--- src/rtl/pipeline_stall_controller.sv ---
// pipeline_stall_controller: owns the 5-stage pipeline enables/flushes, serialising
// multi-cycle memory accesses, load-use bubbles and taken-branch flushes.
module pipeline_stall_controller #(
    parameter int             OPW     = 4,
    parameter logic [OPW-1:0] STR_OP  = 4'b1010,
    parameter logic [OPW-1:0] LDR_OP  = 4'b1100,
    parameter logic [OPW-1:0] B_OP    = 4'b1111,
    parameter logic [OPW-1:0] BEQ_OP  = 4'b1101,
    parameter logic [OPW-1:0] BLT_OP  = 4'b1110,
    parameter int             TIMEOUT = 255
) (
    input  logic           clk,
    input  logic           rst_n,
    input  logic           ex_valid,
    input  logic [OPW-1:0] ex_opcode,
    input  logic [3:0]     ex_rd,
    input  logic [3:0]     id_rs1,
    input  logic [3:0]     id_rs2,
    input  logic           id_use_rs1,
    input  logic           id_use_rs2,
    input  logic           flagN,
    input  logic           flagZ,
    input  logic           mem_ready,
    input  logic           cnt_clr,
    output logic           pc_en,
    output logic           if_id_en,
    output logic           id_ex_en,
    output logic           ex_mem_en,
    output logic           flush_if_id,
    output logic           flush_id_ex,
    output logic           pc_src,
    output logic           mem_req,
    output logic           mem_err,
    output logic           busy,
    output logic [15:0]    stall_cnt,
    output logic [15:0]    flush_cnt
);
    typedef enum logic {IDLE, MEM_WAIT} state_t;

    localparam logic [15:0] TO = 16'(TIMEOUT);

    state_t      state_q, state_d;
    logic [15:0] wait_cnt_q, wait_cnt_d;
    logic [15:0] stall_cnt_q, stall_cnt_d;
    logic [15:0] flush_cnt_q, flush_cnt_d;
    logic        mem_err_q, mem_err_d;
    logic        mem_op, load_use, br_taken;
    logic        pc_en_c, if_id_en_c, id_ex_en_c, ex_mem_en_c;
    logic        flush_if_id_c, flush_id_ex_c, pc_src_c, mem_req_c;

    always_comb begin
        mem_op   = ex_valid & (ex_opcode == STR_OP | ex_opcode == LDR_OP);
        load_use = ex_valid & ex_opcode == LDR_OP &
                   ((id_use_rs1 & id_rs1 == ex_rd) | (id_use_rs2 & id_rs2 == ex_rd));
        br_taken = ex_valid & (ex_opcode == B_OP | (ex_opcode == BEQ_OP & flagZ) |
                               (ex_opcode == BLT_OP & flagN));
        state_d       = state_q;
        wait_cnt_d    = wait_cnt_q;
        mem_err_d     = mem_err_q;
        pc_en_c       = 1'b1;
        if_id_en_c    = 1'b1;
        id_ex_en_c    = 1'b1;
        ex_mem_en_c   = 1'b1;
        flush_if_id_c = 1'b0;
        flush_id_ex_c = 1'b0;
        pc_src_c      = 1'b0;
        mem_req_c     = 1'b0;
        if (state_q == IDLE) begin
            mem_req_c = mem_op;
            if (mem_op & ~mem_ready) begin
                {pc_en_c, if_id_en_c, id_ex_en_c, ex_mem_en_c} = 4'b0000;
                state_d    = MEM_WAIT;
                wait_cnt_d = 16'd1;
            end else if (br_taken) begin
                pc_src_c      = 1'b1;
                flush_if_id_c = 1'b1;
                flush_id_ex_c = 1'b1;
            end else if (load_use) begin
                pc_en_c       = 1'b0;
                if_id_en_c    = 1'b0;
                flush_id_ex_c = 1'b1;
            end
        end else begin
            mem_req_c  = 1'b1;
            wait_cnt_d = wait_cnt_q + 16'd1;
            if (mem_ready) begin
                state_d    = IDLE;
                wait_cnt_d = '0;
            end else if (wait_cnt_q == TO) begin
                // Abort: retire the access as if it completed and flag the error.
                mem_err_d  = 1'b1;
                state_d    = IDLE;
                wait_cnt_d = '0;
            end else begin
                {pc_en_c, if_id_en_c, id_ex_en_c, ex_mem_en_c} = 4'b0000;
            end
        end
        stall_cnt_d = cnt_clr ? '0 :
                      (~pc_en_c & stall_cnt_q != 16'hFFFF) ? stall_cnt_q + 16'd1 : stall_cnt_q;
        flush_cnt_d = cnt_clr ? '0 :
                      (flush_if_id_c & flush_cnt_q != 16'hFFFF) ? flush_cnt_q + 16'd1 : flush_cnt_q;
    end

    always_ff @(posedge clk or negedge rst_n) begin
        if (!rst_n) begin
            state_q     <= IDLE;
            wait_cnt_q  <= '0;
            stall_cnt_q <= '0;
            flush_cnt_q <= '0;
            mem_err_q   <= 1'b0;
        end else begin
            state_q     <= state_d;
            wait_cnt_q  <= wait_cnt_d;
            stall_cnt_q <= stall_cnt_d;
            flush_cnt_q <= flush_cnt_d;
            mem_err_q   <= mem_err_d;
        end
    end

    // Combinational controls are held inactive for as long as reset is asserted.
    assign pc_en       = rst_n & pc_en_c;
    assign if_id_en    = rst_n & if_id_en_c;
    assign id_ex_en    = rst_n & id_ex_en_c;
    assign ex_mem_en   = rst_n & ex_mem_en_c;
    assign flush_if_id = rst_n & flush_if_id_c;
    assign flush_id_ex = rst_n & flush_id_ex_c;
    assign pc_src      = rst_n & pc_src_c;
    assign mem_req     = rst_n & mem_req_c;
    assign busy        = rst_n & (state_q == MEM_WAIT);
    assign mem_err     = mem_err_q;
    assign stall_cnt   = stall_cnt_q;
    assign flush_cnt   = flush_cnt_q;
endmodule

--- config.mk ---
export PLATFORM = sky130hd
export DESIGN_NAME = pipeline_stall_controller
export DESIGN_NICKNAME = d
export VERILOG_FILES = /design/src/rtl/pipeline_stall_controller.sv
export SDC_FILE = /design/constraint.sdc
export NUM_CORES = 1
export LEC_CHECK = 0
export BUFFER_PORTS_ARGS = -buffer_cell sky130_fd_sc_hd__buf_4
export CAP_MARGIN = 10
export CORE_ASPECT_RATIO = 1.1
export CORE_UTILIZATION = 45
export CTS_BUF_LIST = sky130_fd_sc_hd__clkbuf_4
export CTS_CLUSTER_DIAMETER = 150
export DETAILED_ROUTE_END_ITERATION = 12
export GPL_TIMING_DRIVEN = 0
export HOLD_SLACK_MARGIN = 0.05
export PLACE_DENSITY = 0.77
export SLEW_MARGIN = 5
export SYNTH_ARGS = -nofsm -noshare
export SYNTH_HDL_FRONTEND = slang
export SYNTH_SLANG_ARGS = --single-unit
export TNS_END_PERCENT = 5
--- constraint.sdc ---
create_clock -name clk -period 3.6 [get_ports clk]
set_clock_uncertainty 0.15 [all_clocks]
set_input_delay 0.36 -clock clk [delete_from_list [all_inputs] [get_ports clk]]
set_output_delay 0.36 -clock clk [all_outputs]
set_load 0.05 [all_outputs]
## Word-level counts from Yosys, hierarchy flattened

Cells that the tools add are included.

- Register bits: 50
- Input bits: 25
- Output and inout bits: 42
- Logic and storage cells: 73

- Add/sub/neg operators: 3
- Eq/ne operators: 10
- Muxes and demuxes: 28
- Bitwise logic cells: 23
- Reduce and logical (&&, ||, !) cells: 4

Operators with widths:

| operator | number |
|---|---|
| 2-to-1 mux 16 bit | 8 |
| adder 16 x 1 -> 16 bit (second input constant) | 3 |
| != test 16 bit (second input constant) | 2 |
| == test 4 bit (second input constant) | 5 |
| 2-to-1 mux 1 bit | 20 |
| bitwise AND 1 bit | 17 |
| == test 16 x 8 -> 1 bit (second input constant) | 1 |
| == test 4 bit | 2 |
| nonzero test 2 bit | 3 |
| OR 1 bit | 4 |
| AND reduction 3 bit | 1 |
| NOT 1 bit | 2 |

## Longest topological paths before layout

- Word-level depth: 12
- Mapped depth: 11
- Gate-level depth less buffers: 8

## Worst setup path before layout

OpenSTA, ideal clock, no wires.

- Path kind: reg-to-output
- Start: reg wait_cnt_q[0]
- End: out pc_en
- Arrival time: 2.934 ns
- Required time: 3.090 ns
- Setup slack: 0.156 ns
- Cell stages (with the launch flop): 11
- Buffers on the path: 3
- Path through: dfrtp_1 -> ha_1 -> and3_1 -> clkbuf_2 -> nand4_1 -> or2b_1 -> clkbuf_1 -> nand2_1 -> nor2_1 -> o21a_1 -> buf_4

- Cells in the longest elaborated chain, start to end: 5

RTL lines:

| what | RTL line | RTL |
|---|---|---|
| start, declared | 43 | `logic [15:0] wait_cnt_q, wait_cnt_d;` |
| start signal, assigned | 113 | `wait_cnt_q <= wait_cnt_d;` |
| == test 16 x 8 -> 1 bit | 89 | `end else if (wait_cnt_q == TO) begin` |
| 2-to-1 mux 1 bit (3 in a row) | -- |  |
| bitwise AND 1 bit | -- |  |
| end, declared | 25 | `output logic pc_en,` |

No other way between the ends.

## Final worst setup path

- Start: reg wait_cnt_q[0]
- End: out pc_en

- Cells in the longest elaborated chain, start to end: 5

RTL lines:

| what | RTL line | RTL |
|---|---|---|
| == test 16 x 8 -> 1 bit | 89 |  |
| 2-to-1 mux 1 bit | 89 |  |
| 2-to-1 mux 1 bit | 86 | `if (mem_ready) begin` |
| 2-to-1 mux 1 bit | 68 | `if (state_q == IDLE) begin` |
| bitwise AND 1 bit | 121 | `assign pc_en = rst_n & pc_en_c;` |

No other way between the ends.

==> qor.yml <==
clock_network:
  htree_levels: 2
  cts_buffers: 5
  clkSlewWorstSetupHoldPaths_ns: 0.15
  cts.sinks: 50
  root_buffer: "clkbuf_4"
  post_cts_buffers: 0
  clk_path_buf_depth: 2
  clk_latency_ns: 0.38
  post_cts_resized: 0
  cts_tree: "done"
cells_and_area:
  stdcell_area_mm2: 0.00351
  seq_area_mm2: 0.00125
  antenna_cells: 0
  instances_no_fill: 471
  nNetsFinal: 418
  fin_util: 0.570
  area_growth_pct: 23.0
  multi_input_area_mm2: 0.00150
  final_layout_size_suffix_gt1_frac: 0.238
  fill_cells: 586
placement:
  portBuffers: 65
  pre_cts_ws_ns: 0.611
  dp_hpwl_um: 4900
  place_area_mm2: 0.00344
  dp_cells: 462
  place.gp.congestion: 0.869
detailed_routing:
  wl_um: 6550
  route.detailed.drc: 0
  vias_per_cell: 5.52
  firstDrtPassIters: 5
  ant_nets: 0
  vias: 2600
  drt_iter0_markers: 179
  avgRoutedWirePerCell_um: 13.9
worst_setup_path:
  start_kind: "register"
  worstSetupPathType: "reg -> out"
  slowest_stage: "dfrtp_1"
  path_cells: "ha_1 -> and3_1 -> clkbuf_2 -> nand4_1 -> or2b_1 -> clkbuf_1 -> nand2_1 -> nor2_1 -> o21a_1 -> buf_4 -> buf_4"
  crit_fanout: 8
  cpMostUsedCell: "buf_4"
  critPathMaxStageDelay_ns: 0.44
  cp-end-kind: "output pin"
  required_ns: 3.09
  cp_data_arrival_time_ns: 2.79
timing:
  maxSlewViolCount: 0
  rsz0062_at_grt: "false"
  max_freq_mhz: 303
  whs_ns: 0.147
  period_share: 0.916
  tightestPinTransition_ns: 1.22
  finalHoldViolCount: 0
  fin_crit_ns: 3.30
  finalSetupTns_ns: 0
  setup_violations: 0
  fin_ws_ns: 0.301
  slew-limit-headroom: 0.174
floorplanning:
  coreArea_mm2: 0.00616
  die_area_mm2: 0.00666
  start_util: 0.463
  fp.dieW_um: 77.9
  die_h_um: 85.5
  placementRows: 30
  io_pins: 67
logic_synthesis:
  ys_types: 50
  seq_area_frac_synth: 0.439
  synth_ff_type: "dfrtp_1"
  netlist_area_mm2: 0.00285
  yosys_warnings: 0
  ys_async_sr_fraction: 1.00
  syn_area_per_cell_um2: 9.00
  syn_nets: 345
  synth_edf_count: 0
  postSynthCellCount: 317
  ys_ff_latch: 50
pwr:
  vdd_drop_max_v: 0.000123
  p_leak_nw: 1.57
  total_power_mw: 0.984
  power_density_mw_per_mm2: 280
global_routing:
  overflow: 0
  antenna_found_initial: 0
  grt_max_degree: 52
  grt_pass1_vias: 2591
  grt_pass1_wl_um: 11700
  grt.total_usage: 0.220
job:
  drv_cap: 0
min_path:
  hold_path_class: "in -> reg"
status:
  outcome: "completed"
-- layout by cell type (no fill, tap or decap), types with 5 or more instances in the layout --
master    count
buf_4        68
dfrtp_1      50
nor2_1       42
nand2_1      34
o21ai_0      19
xnor2_1      15
nand3_1      14
xor2_1       13
a21oi_1      13
nand4_1      12
and3_1       11
nor3_1       10
o31ai_1       8
inv_1         7
clkbuf_1      7
clkbuf_4      5
-- kinds of logic (layout without fill, tap and decap cells) --
kind of cell             count (synthesis)  after routing  synth area share
multiplexers                             5              5            0.0193
AND/OR/NAND/NOR                        156            156             0.287
AO/OA/AOI/OAI                           55             55             0.120
XOR/XNOR                                28             28            0.0860
flip-flops                              50             50             0.439
buffers and inverters                   20             94            0.0360
adder cells (fa/ha/maj)                  3              3            0.0132
-- where the power goes --
part	total (mW)	internal [mW]	leakage [nW]	switching [mW]
logic	0.132	0.0525	0.846	0.0799
clock network	0.267	0.0764	0.0312	0.191
registers	0.584	0.572	0.696	0.0122
-- synthesized netlist by cell type, types with 2 or more instances --
library cell   n  share of area
a21oi_1       13          0.023
a31oi_1        3         0.0066
and2_2         2         0.0053
and3_1        11          0.024
and4_1         2         0.0061
buf_4          3         0.0079
buf_6          2         0.0079
clkbuf_1       7         0.0092
dfrtp_1       50           0.44
ha_1           3          0.013
inv_1          7         0.0092
mux2_2         4          0.016
nand2_1       34          0.045
nand2b_1       2         0.0044
nand3_1       14          0.025
nand4_1       12          0.026
nor2_1        42          0.055
nor2b_1        4         0.0088
nor3_1        10          0.018
nor3b_1        3         0.0079
nor4_1         2         0.0044
o21ai_0       19          0.033
o31ai_1        8          0.021
o41ai_1        2         0.0061
or3_1          4         0.0088
or4_1          4          0.011
xnor2_1       15          0.046
xor2_1        13          0.040
-- critical path, delay by kind of cell, from the launching register on --
family	cells	cell delay, ns
compound gates	1	0.19
fa+ha+maj	1	0.20
buf+inv	4	0.74
flops	1	0.44
simple gates	5	0.84
-- state kept, by name (all words and copies together), names as in the netlist --
| signal | cells |
|---|---|
| flush_cnt | 16 |
| mem_err | 1 |
| wait_cnt_q | 16 |
| stall_cnt | 16 |
| state_q | 1 |
-- repair_timing --
| action | 4_1_cts | 5_1_grt |
|---|---|---|
| setup endpoints to repair | 0 | 0 |
| endpoints found under the hold margin | 50 | 0 |
| hold buffers | 1 | 0 |
-- final cells by class --
class,count,share of cell area
buffer,13,0.0218
sequential,50,0.357
tap,80,0.0285
inverter,7,0.00749
multi-input combinational,247,0.427
clock buffer,5,0.0107
timing repair buffer,66,0.142
clock inverter,3,0.00606
-- metal layers --
metal  share of wire  routed length (um)  track usage  up-vias
li1                -                   -            -     1273
met1            0.44                2900        0.273     1251
met2            0.50                3280        0.381       68
met3           0.043                 284       0.0415        8
met4           0.014                  93       0.0791        0
met5               0                   0            0        -
-- worst paths after layout --
kind	from	endpoint	slack (ns)	cells past startpoint
hold / removal	mem_ready	state_q	0.15	4
setup reg to reg	wait_cnt_q[0]	stall_cnt[15]	0.69	11
max in group asynchronous	rst_n	mem_err	2.48	2
min in group asynchronous	rst_n	stall_cnt[13]	0.37	2
setup / recovery	wait_cnt_q[0]	pc_en	0.30	11
hold reg to reg	mem_err	mem_err	0.35	1
No activity file was read; power rests on OpenSTA's default activity.
